File: config.mk
export PLATFORM = sky130hd
export DESIGN_NAME = ha_token_pipe
export DESIGN_NICKNAME = d
export VERILOG_FILES = /design/src/rtl/ha_token_pipe.sv
export SDC_FILE = /design/constraint.sdc
export NUM_CORES = 1
export LEC_CHECK = 0
export CORE_ASPECT_RATIO = 1.1
export CORE_MARGIN = 2
export CORE_UTILIZATION = 38
export DETAILED_ROUTE_END_ITERATION = 8
export DONT_BUFFER_PORTS = 1
export PLACE_DENSITY = 0.62
export SKIP_CTS_REPAIR_TIMING = 1
export SLEW_MARGIN = 10
export SYNTH_ARGS = -nofsm -noshare
export SYNTH_HDL_FRONTEND = slang
export SYNTH_SLANG_ARGS = --single-unit
File: constraint.sdc
create_clock -name clk -period 2.9 [get_ports clk]
set_input_delay 0.29 -clock clk [delete_from_list [all_inputs] [get_ports clk]]
set_output_delay 0.29 -clock clk [all_outputs]
set_load 0.03 [all_outputs]
File: src/rtl/ha_token_pipe.sv
// Elastic valid/ready token stage: DEPTH-slot circular buffer with occupancy report and flush.
// Optional statistics outputs are compiled in when HA_TOKEN_PIPE_STATS_EN is defined.
module ha_token_pipe #(
    parameter int DATA_BW = 32,
    parameter int DEPTH   = 4,
    localparam int CNT_BW = $clog2(DEPTH + 1)
) (
    input  logic               clk,
    input  logic               rst,
    input  logic               flush,
    input  logic               in_valid,
    output logic               in_ready,
    input  logic [DATA_BW-1:0] in_data,
    output logic               out_valid,
    input  logic               out_ready,
    output logic [DATA_BW-1:0] out_data,
    output logic [CNT_BW-1:0]  occupancy
`ifdef HA_TOKEN_PIPE_STATS_EN
    ,
    output logic [31:0]        tok_out_cnt,
    output logic [31:0]        stall_cnt,
    output logic [CNT_BW-1:0]  max_occ
`endif
);

    localparam int PTR_BW = (DEPTH > 1) ? $clog2(DEPTH) : 1;
    localparam logic [PTR_BW-1:0] LAST_PTR = PTR_BW'(DEPTH - 1);
    localparam logic [CNT_BW-1:0] FULL_CNT = CNT_BW'(DEPTH);

    logic [PTR_BW-1:0] wpReg, wpNext;
    logic [PTR_BW-1:0] rpReg, rpNext;
    logic [CNT_BW-1:0] cntReg, cntNext;
    logic              push, pop, memWe;
    logic [DEPTH-1:0][DATA_BW-1:0] slotData;

    // Ready depends only on the registered count, so there is no full-bypass path.
    assign in_ready  = (cntReg != FULL_CNT);
    assign out_valid = (cntReg != '0);
    assign push      = in_valid & in_ready;
    assign pop       = out_valid & out_ready;
    assign memWe     = push & ~flush & rst;
    assign out_data  = slotData[rpReg];
    assign occupancy = cntReg;

    always_comb begin
        wpNext  = wpReg;
        rpNext  = rpReg;
        cntNext = cntReg;
        if (flush) begin
            wpNext  = '0;
            rpNext  = '0;
            cntNext = '0;
        end else begin
            if (push) wpNext = (wpReg == LAST_PTR) ? '0 : wpReg + 1'b1;
            if (pop)  rpNext = (rpReg == LAST_PTR) ? '0 : rpReg + 1'b1;
            case ({push, pop})
                2'b10:   cntNext = cntReg + 1'b1;
                2'b01:   cntNext = cntReg - 1'b1;
                default: cntNext = cntReg;
            endcase
        end
    end

    always_ff @(posedge clk) begin
        if (!rst) begin
            wpReg  <= '0;
            rpReg  <= '0;
            cntReg <= '0;
        end else begin
            wpReg  <= wpNext;
            rpReg  <= rpNext;
            cntReg <= cntNext;
        end
    end

    // Token slots are never reset; only the pointers decide what is valid.
    genvar gi;
    generate
        for (gi = 0; gi < DEPTH; gi++) begin : gen_slot
            logic [DATA_BW-1:0] slotReg;
            always_ff @(posedge clk) begin
                if (memWe && (wpReg == PTR_BW'(gi))) slotReg <= in_data;
            end
            assign slotData[gi] = slotReg;
        end
    endgenerate

`ifdef HA_TOKEN_PIPE_STATS_EN
    logic [31:0]       tokOutCntReg;
    logic [31:0]       stallCntReg;
    logic [CNT_BW-1:0] maxOccReg;

    // Counters survive flush; the high-water mark keeps tracking the post-flush count.
    always_ff @(posedge clk) begin
        if (!rst) begin
            tokOutCntReg <= '0;
            stallCntReg  <= '0;
            maxOccReg    <= '0;
        end else begin
            if (pop && !flush && (tokOutCntReg != '1)) tokOutCntReg <= tokOutCntReg + 1'b1;
            if (out_valid && !out_ready && (stallCntReg != '1)) stallCntReg <= stallCntReg + 1'b1;
            if (cntNext > maxOccReg) maxOccReg <= cntNext;
        end
    end

    assign tok_out_cnt = tokOutCntReg;
    assign stall_cnt   = stallCntReg;
    assign max_occ     = maxOccReg;
`else
    // Core-only build: no statistics state.
`endif

endmodule
# ---- Word level (Yosys, flattened, before mapping)
# Cells that the tools add are included.
dict set report classes {
  n_lt_le_gt_ge 1
  n_eq_ne 7
  mux 5
  bitwise 6
  n_addsub 4
  n_div 0
  shifts 0
  reduce_logical 8
  mul 0
}
# op n
set ops {}
lappend ops {{$bmux 32 s2} 1}
lappend ops {{$mux 32} 1}
lappend ops {{$eq 2x2->1 const B} 4}
lappend ops {{$pmux 3 s2} 1}
lappend ops {{$add 2x1->2 const B} 2}
lappend ops {{$and 1x1->1} 4}
lappend ops {{$eq 2x1->1 const B} 2}
lappend ops {{$logic_and 1x1->1} 4}
lappend ops {{$mux 2} 2}
lappend ops {{$add 3x1->3 const B} 1}
lappend ops {{$lt 2x3->1 const B} 1}
lappend ops {{$ne 3x3->1 const B} 1}
lappend ops {{$reduce_bool 3->1} 1}
lappend ops {{$sub 3x1->3 const B} 1}
lappend ops {{$logic_not 2->1} 1}
lappend ops {{$not 1->1} 2}
lappend ops {{$reduce_bool 2->1} 1}
lappend ops {{$reduce_or 2->1} 1}
dict set report word_totals {
  memories 0
  romBits 0
  elab_cells 38
  output_inout_bits 37
  input_bits 37
  ramBits 0
  register_bits 135
  latch_bits 0
}

# ---- Depth between registers and ports, before layout
dict set report logic_depth {
  depth_word 5
  ltp_mapped 10
  ltp_nobuf 9
}

# ---- Worst setup path after synthesis
# No wires, ideal clock.
dict set report synth_timing {
  path_kind {register -> register}
  start {register cntReg[2] (netlist: occupancy[2])}
  end {register cntReg[2] (netlist: occupancy[2])}
  t_arrival_ns 2.624
  synth_period_minus_slack_ns 2.694
  setup_time_ns 0.070
  setup_slack_ns 0.206
  required_ns 2.830
  stages_incl_launch_ff 11
  path_buffers 1
  path_cell_list {dfxtp_1 or3b_4 and2_1 buf_6 inv_1 ha_1 inv_1 fa_1 xor2_1 or3_2 a21oi_1}
}
dict set report synth_between {
  elab_chain_len 4
  word_cells_on_any_way 10
  classes_between {add/sub (2); eq/ne (3); mux (1); bitwise (2); reduce/logical (2)}
}
# item line
set synth_rtl {}
lappend synth_rtl {{start, declared} 32} ;# logic [CNT_BW-1:0] cntReg, cntNext;
lappend synth_rtl {{start signal, assigned} 72} ;# cntReg <= cntNext;
lappend synth_rtl {{$ne 3x3->1 (*)} 37} ;# assign in_ready = (cntReg != FULL_CNT);
lappend synth_rtl {{via in_ready} 12} ;# output logic in_ready,
lappend synth_rtl {{$and 1x1->1 (*)} 39} ;# assign push = in_valid & in_ready;
lappend synth_rtl {{$eq 2x1->1 or $eq 2x2->1 (tied branches)} 56} ;# case ({push, pop})
lappend synth_rtl {{$pmux 3 s2 or $reduce_bool 2->1 (tied branches)} n/a}
# Mark *: on every way through the listed nets, which the timed path passes. The rest lies on a longest branch.
# A chain may end at the register's enable or synchronous reset.

# ---- Worst setup path after layout
# Same ends and word-level chain as after synthesis.

==> results.yml <==
grt:
  number_of_antenna_violations_at_the_first_check_in_global_routing: 0
  gr-usage-met1: 0.1535
  grt_use_met2: 0.2202
  grt_max_degree: 25
  groute.layer.met3.usage: 0.06883
  overflow: 0
  first_pass_grt_wire_length_mm: 13.66
  grt_usage: 0.1352
  busiest_layer: "met2"
  vias_in_the_first_global_route: 2317
power_and_ir_drop:
  p_leak_uw: 0.002013
  power_density_mw_per_mm2: 733.8
  worst_ir_drop_vdd_uv: 563.7
synth:
  yosysWarnings: 0
  netlist_top_cells_area: "edfxtp_1, mux4_2, dfxtp_1"
  synthesis.nets: 264
  adder_cell_fraction_of_synth_area: 0.01880
  post_synth_instance_area_mm2: 0.005057
  yosys_register_bits: 135
  post_synth_and_or_nand_nor_area_fraction: 0.02301
  synth.lib_cells_used.distinct: 25
  synthesis.instances: 220
  yosys.area.top_type: "edfxtp_1"
  largest_family_of_logic_cells_by_synthesized_area: "multiplexers"
  synth_compound_gate_area_share: 0.009401
  post_synth_mux_area_share: 0.1425
  post_synth_xor_area_fraction: 0.003464
  seq_area_frac_synth: 0.7877
  synth_top_area_frac: 0.7600
  avgSynthCellArea_um2: 22.99
die:
  initial_utilization: 0.3860
  floorplan.core_area_mm2: 0.01310
  die_y_um: 125.0
  die_area_mm2: 0.01425
  num_rows: 44
  number_of_top_level_design_ports: 74
  dieWidth_um: 114.0
worst_setup_path:
  cp_data_arrival_time_ns: 2.87
  timing.critical_path.required_ns: 3.24
  timing.critical_path.from: "occupancy[2]"
  setup.reg_to_reg.worst_slack_ns: 0.37
  reg2reg_to: "occupancy[2]"
  kind_of_start_point_of_the_critical_path: "flip-flop"
  critical_path.max_fanout: 7
  reg_to_reg_startpoint: "occupancy[2]"
  worstSetupPathType: "reg2reg"
  end_kind: "flip-flop"
  r2r.worst_path.cells: 9
cells_and_area:
  post_route_cells_drive_above_1_share: 0.2807
  antenna_cells_inserted: 0
  layout_commonest_cell: "edfxtp_1"
  fin_nets: 316
  final_cell_mix: "edfxtp_1, mux4_2, dlygate4sd3_1"
  synthToLayoutAreaGrowth_pct: 24.52
drt:
  route.vias.total: 2290
  route.final.wire_length_mm: 8.929
  drt_iter0_drc: 175
  drt-vias-per-instance: 5.135
  detail_route.drc_violations: 0
  detail-route-antenna-nets: 0
  drt-pass1-iter-count: 4
  routedWlPerCell_um: 20.02
clock_tree:
  clock_path_buffers: 2
  clock_latency_ns: 0.41
  clock-sinks: 135
  cts-root-buf: "clkbuf_16"
  h-tree-depth: 4
  cts_tree: "yes"
  cts_buffers: 17
  clkTransAtPathRegs_ns: 0.06
sta:
  min_period_ns: 2.526
  finalSetupTns_ns: 0
  setup_repair_after_global_routing_missed_its_margin: "no"
  setup_viol_count_final: 0
  fin_worst_hold_slack_ns: 0.05238
  maxSlewViolCount: 0
  timing.final.hold_violations: 0
  fmax_mhz: 395.9
  timing_worst_slew_pin_value_ns: 0.5864
  worst_slew_margin_rel: 0.6057
  post-route-period-util: 0.8709
  fin_worst_skew_ns: 0.006889
placed_design:
  gp_congestion: 0.6529
  detailedPlacementHpwl_mm: 5.417
  io_buffers: 0
min_path:
  hold_class: "in2reg"
  hold_end: "wpReg[0]"
  depth_of_the_worst_hold_timing_path: 2
  min-delay-start: "in_valid"
outcome:
  status: "finished, final reports clean"
flow_run:
  max-cap-violations: 0
==> layer usage <==
metal  up-vias  wire [um]
met4         0        116
met1      1199       3665
li1       1019          -
met2        62       4639
met3        10        508
met5         -          0
==> layout make-up <==
cell class	instances	area, um^2
Clock buffer	18	429.2
Clock inverter	14	206.4
Fill cell	1101	6805
Inverter	7	26.28
Multi-Input combinational cell	69	1002
Sequential cell	135	3986
Tap cell	161	201.4
Timing Repair Buffer	42	445.4
==> state kept, by name, summed over array words and instances (netlist names) <==
signal and cells:
gen_slot.slotReg 128, wpReg 2, occupancy 3, rpReg 2
==> stage by stage <==
| step | utilization | total power [uW] | worst slack, ns | instances | area (um^2) |
|---|---|---|---|---|---|
| after CTS | 0.4562 | 4621 | 0.3770 | 414 | 5977 |
| after detailed placement | 0.4077 | 2337 | 0.3984 | 382 | 5341 |
| after global placement | 0.4077 | 2334 | 0.4571 | 382 | 5341 |
| after global routing | 0.4806 | 4777 | 0.2313 | 446 | 6297 |
| final | 0.4806 | 4621 | 0.3743 | 446 | 6297 |
| after floorplan | - | 2311 | 0.2063 | 220 | 5057 |
==> Yosys cell counts <==
cell type / count
a21oi_1: 3
and2_1: 1
and3_1: 4
buf_2: 4
buf_4: 1
buf_6: 1
clkbuf_1: 3
dfxtp_1: 7
edfxtp_1: 128
fa_1: 1
ha_1: 6
inv_1: 7
mux4_2: 32
nand2_1: 2
nand2b_1: 1
nand3_1: 1
nand4_1: 2
nor2_1: 4
nor2b_1: 1
o21ai_0: 2
o31ai_1: 3
or3_1: 1
or3_2: 2
or3b_4: 1
xor2_1: 2
==> critical path: stages, from the launching register on <==
cell     delay, ns
dfxtp_1       0.33
or3b_4        0.46
and2_1        0.25
inv_1         0.07
ha_1          0.19
inv_1         0.06
fa_1          0.38
xor2_1        0.17
or3_2         0.41
a21oi_1       0.14
==> how the worst max path moves through the flow <==
stage | to | slack, ns | depth (start not counted)
after floorplan | occupancy[2] | 0.21 | 10
after global placement | occupancy[2] | 0.46 | 9
after detailed placement | occupancy[2] | 0.40 | 9
after CTS | occupancy[2] | 0.38 | 9
after global routing | occupancy[2] | 0.23 | 9
final | occupancy[2] | 0.37 | 9
==> report_power, final <==
group / internal [uW] / switching [uW]
clock: 1510 / 762
sequential: 2160 / 5.40
combinational: 70.8 / 111
total: 3740 / 879
==> kinds of logic after synthesis <==
family	count (synthesis)
buffers and inverters	16
xor gates and xnor gates	2
DFF	135
AOI/OAI and AO/OA	8
and+or+nand+nor	20
muxes	32
adders and majority gates	7
Note: power is estimated with default switching activity, not from simulation.
==> variant 1 (same settings) <==
Change the parameter `DEPTH` from 4 to 2.
--- a/src/rtl/ha_token_pipe.sv
+++ b/src/rtl/ha_token_pipe.sv
@@ -4,3 +4,3 @@
     parameter int DATA_BW = 32,
-    parameter int DEPTH   = 4,
+    parameter int DEPTH   = 2,
     localparam int CNT_BW = $clog2(DEPTH + 1)
Interface: changed (resized occupancy); port bits go from 74 to 73. The function was not compared with the original's and may differ.
==> variant 1 against the unedited design <==
- synthesized area fell by 50%
- total power fell by 61%
- count of clock-buffer cells in the layout decreased by 7
- largest cell class unchanged
- design area fell by 55%
- sequential cell count decreased by 67
- combinational power is 48% lower
- routed wire length decreased by 56%
- clock skew decreased by 0.0024 ns
- highest routed layer unchanged
- first-iteration DRC count shrank 66%
- setup slack gained 0.32 ns
- via count is 52% lower
==> variant 1: results (changes against the unedited design) <==
[worst_hold_path]
min_from=in_data[3]
min_to=gen_slot[1].slotReg[3]$_DFFE_PP_
holdPathStages=0  ; -2

[setup_path]
crit_slowest_cell=dfxtp_1
cp_slowest_stage_delay_ns=0.62  ; +0.16 ns
r2r-end=occupancy[1]$_SDFFE_PP0P_
reg2reg_slack_ns=0.69  ; +0.32 ns
worstPathArrival_ns=2.46  ; -0.41 ns
r2r_cells=5  ; -4
path_max_fanout=6  ; -1
worstReg2RegStart=occupancy[0]$_SDFFE_PP0P_

[synth]
seq_area_frac_synth_pct=79.9  ; +1.1 points
ys_types=19  ; -24%
synth_edf_count=64  ; -50%
yosys-top-cells-count=edfxtp_1 (64), mux2_2 (32), buf_2 (4), dfxtp_1 (4)
synthAdderAreaFrac_pct=0.499  ; -1.4 points
synth_compound_area_share_pct=1.20  ; +0.26 points
synth_xor_area_share_pct=1.05  ; +0.70 points
synth_mux_area_share_pct=14.4  ; +0.13 points
synth_fp_nets=162  ; -39%
synth_area_leaders=edfxtp_1 (77%), mux2_2 (14%), dfxtp_1 (3.2%), buf_2 (0.80%), xnor2_1 (0.70%)

[outcome]
status=finished, final reports clean

[power]
p_leak_uw=0.000882  ; -56%
vdd_drop_max_uv=281  ; -50%

[detailed_routing]
first_iter_violations=59  ; -66%
num_vias=1107  ; -52%

[final_layout]
layout-drive-gt1-share_pct=37.6  ; +9.5 points
nNetsFinal=174  ; -45%
nFillCells=584  ; -47%
largest_reg_flops=64  ; -50%

[placement]
dpl_cell_area_um2=2650  ; -50%
place_hpwl_um=2750  ; -49%
place_congestion=0.676  ; +3.6%

[clock_tree]
cts.htree.levels=3  ; -1
cts_buffers=9  ; -8
cts_root_buffer=clkbuf_8
insertion_delay_ns=0.32  ; -0.09 ns

[timing]
tightest_slew_ns=0.594  ; +0.00714 ns
holdWs_ns=0.0591  ; +0.00667 ns
skew_ns=0.00446  ; -0.00243 ns

[grt]
grt_use_total_pct=11.1  ; -2.5 points
grt_pass1_wl_um=5620  ; -59%
grt_max_degree=23  ; -8.0%

[variant 1: layout make-up]
cell class,instances,area share (%)
Multi-Input combinational cell,51,17.5
Inverter,1,0.134
Clock buffer,11,4.68
Tap cell,82,3.65
Timing Repair Buffer,5,1.78
Clock inverter,5,1.02
Sequential cell,68,71.3
[variant 1: worst max path at each step]
stage	to	depth (start not counted)
6_report	occupancy[1]$_SDFFE_PP0P_	5
5_1_grt	occupancy[1]$_SDFFE_PP0P_	5
4_1_cts	occupancy[1]$_SDFFE_PP0P_	5
3_5_place_dp	occupancy[1]$_SDFFE_PP0P_	5
3_3_place_gp	occupancy[1]$_SDFFE_PP0P_	5
2_1_floorplan	gen_slot[0].slotReg[0]$_DFFE_PP_	3
[variant 1: power by group]
group          switching (µW)  leakage (µW)  internal [µW]  total [µW]
clock network             315     0.0000768            304         620
registers                10.7      0.000614           1100        1110
logic                    66.5      0.000191           27.9        94.4
[variant 1: per-layer routing]
layer | vias up | global-route usage [%] | share of wire [%]
met5 | - | 0 | 0
met4 | 0 | 6.01 | 1.7
met3 | 6 | 6.06 | 9.8
met2 | 49 | 18.9 | 54
met1 | 551 | 10.5 | 35
li1 | 501 | - | -
[variant 1: logic make-up after synthesis]
| family | count (synthesis) |
|---|---|
| buffers and inverters | 5 |
| AND/OR/NAND/NOR | 10 |
| XOR/XNOR | 3 |
| flip-flops | 68 |
| adder cells (fa/ha/maj) | 1 |
| AO/OA/AOI/OAI | 5 |
| multiplexers | 32 |
[variant 1: per-stage QoR]
stage	cells	setup slack, ns	utilization (%)
final	223	0.692	43.4
after global routing	223	0.580	43.4
after CTS	223	0.683	43.4
after detailed placement	207	0.711	40.9
after global placement	207	0.823	40.9
after floorplan	124	-0.899	-
==> variant 2 (same settings) <==
Made on the original files. The option `HA_TOKEN_PIPE_STATS_EN` is turned on by a define.
--- a/src/rtl/ha_token_pipe.sv
+++ b/src/rtl/ha_token_pipe.sv
@@ -2,2 +2,4 @@
 // Optional statistics outputs are compiled in when HA_TOKEN_PIPE_STATS_EN is defined.
+`define HA_TOKEN_PIPE_STATS_EN
+
 module ha_token_pipe #(
Formal check against the unedited RTL (old outputs only; new: max_occ, stall_cnt and tok_out_cnt): equivalent (Yosys induction, for registers that start in step).
==> variant 2 against the unedited design <==
- sequential cell count is 67 higher
- largest cell class unchanged
- total power grew 30%
- routed wire length grew 100%
- clock power grew 15%
- sequential share of layout area decreased by 12 points
- setup slack worse by 0.44 ns
- synthesized area grew 66%
- maximum frequency decreased by 15%
- design area is 64% higher
- cell count is 130% higher
- count of clock-buffer cells in the layout rose by 7
- the run now ends with negative hold slack, negative setup slack left
==> variant 2: results (changes against the unedited design) <==
[clock_tree]
cts_buffers=21  ; +4
insertion_delay_ns=0.49  ; +0.08 ns
cts.htree.levels=1  ; -3

[timing]
final_hold_viol_count=1  ; +1
setup_viol=3  ; +3
setup_slack_ns=-0.0663  ; -0.441 ns
maxSlewHeadroom_pct=26.4  ; -34 points
skew_ns=0.00608  ; -0.000811 ns
holdWs_ns=-0.0308  ; -0.0832 ns

[detailed_routing]
wl_um=18200  ; +100%
first_iter_violations=198  ; +13%

[synth]
synth_area_leaders=edfxtp_1 (46%), dfxtp_1 (18%), mux4_2 (8.6%), nor2_1 (3.4%), xnor2_1 (3.0%)
seq_area_frac_synth_pct=63.5  ; -15 points
syn_avg_cell_area_um2=13.8  ; -40%
ys_types=52  ; +110%

[setup_path]
r2r_cells=13  ; +4
crit_slowest_cell=fa_2
worstPathArrival_ns=3.30  ; +0.43 ns
path_delay_family=adder cells

[grt]
grt_pass1_vias=5346  ; +130%
grt_pass1_wl_um=28700  ; +110%
grt_max_degree=65  ; +160%

[outcome]
status=finished, violations left
violations=negative hold slack, negative setup slack

[placement]
place_hpwl_um=12100  ; +120%
dp_cells=955  ; +150%

[power]
p_leak_uw=0.00345  ; +72%
vdd_drop_max_uv=395  ; -30%

[final_layout]
nFillCells=1931  ; +75%

[variant 2: cells by family after synthesis]
| kind of cell | after synthesis | synth area share (%) |
|---|---|---|
| adder cells (fa/ha/maj) | 12 | 1.88 |
| AO/OA/AOI/OAI | 29 | 2.37 |
| AND/OR/NAND/NOR | 235 | 15.0 |
| flip-flops | 202 | 63.5 |
| XOR/XNOR | 58 | 6.06 |
| buffers and inverters | 35 | 1.98 |
| multiplexers | 37 | 9.19 |
[variant 2: routing by layer]
layer	wire (µm)	track usage, %	part of all wire (%)
met1	7220	16.9	40
met2	9090	26.7	50
met3	1490	6.03	8.2
met4	360	4.01	2.0
met5	0	0	0
[variant 2: cell type report]
| cell class | instances | area [µm²] | share of cell area, % |
|---|---|---|---|
| well taps | 295 | 369 | 3.58 |
| clock inverters | 11 | 131 | 1.27 |
| repair buffers | 108 | 908 | 8.81 |
| multi-input cells | 371 | 2960 | 28.7 |
| flip-flops and latches | 202 | 5340 | 51.8 |
| clock buffers | 25 | 541 | 5.24 |
| inverters | 16 | 62.6 | 0.607 |
[variant 2: worst reg2reg max path: cells and delay by family, from the launching register on]
kind            cells  cell delay [ns]
buf+inv             1             0.20
flops               1             0.36
fa+ha+maj           3             0.97
mux                 2             0.47
simple gates        4             0.39
compound gates      3             0.43
[variant 2: how the worst max path moves through the flow]
stage	startpoint	endpoint	slack, ns	cells after the start
3_3_place_gp	occupancy[1]$_SDFF_PN0_	max_occ[2]$_SDFFE_PN0N_	0.13	15
4_1_cts	occupancy[1]$_SDFF_PN0_	max_occ[1]$_SDFFE_PN0N_	-0.05	15
3_5_place_dp	occupancy[1]$_SDFF_PN0_	max_occ[1]$_SDFFE_PN0N_	-0.04	15
5_1_grt	occupancy[2]$_SDFF_PN0_	max_occ[2]$_SDFFE_PN0N_	-0.25	13
2_1_floorplan	occupancy[1]$_SDFF_PN0_	max_occ[0]$_SDFFE_PN0N_	0.01	15
6_report	occupancy[2]$_SDFF_PN0_	max_occ[2]$_SDFFE_PN0N_	-0.07	13
[variant 2: through the flow]
| stage | hold slack, ns | total power (µW) |
|---|---|---|
| after floorplan | 0.389 | 3320 |
| after global placement | 0.361 | 3360 |
| after detailed placement | 0.365 | 3370 |
| after CTS | -0.157 | 6010 |
| after global routing | 0.00744 | 6190 |
| final | -0.0308 | 6000 |
[variant 2: where the power goes]
| group | switching, µW | internal (µW) | total (µW) |
|---|---|---|---|
| sequential | 15.2 | 3080 | 3090 |
| combinational | 169 | 111 | 279 |
| clock | 1030 | 1590 | 2620 |
| total | 1220 | 4780 | 6000 |
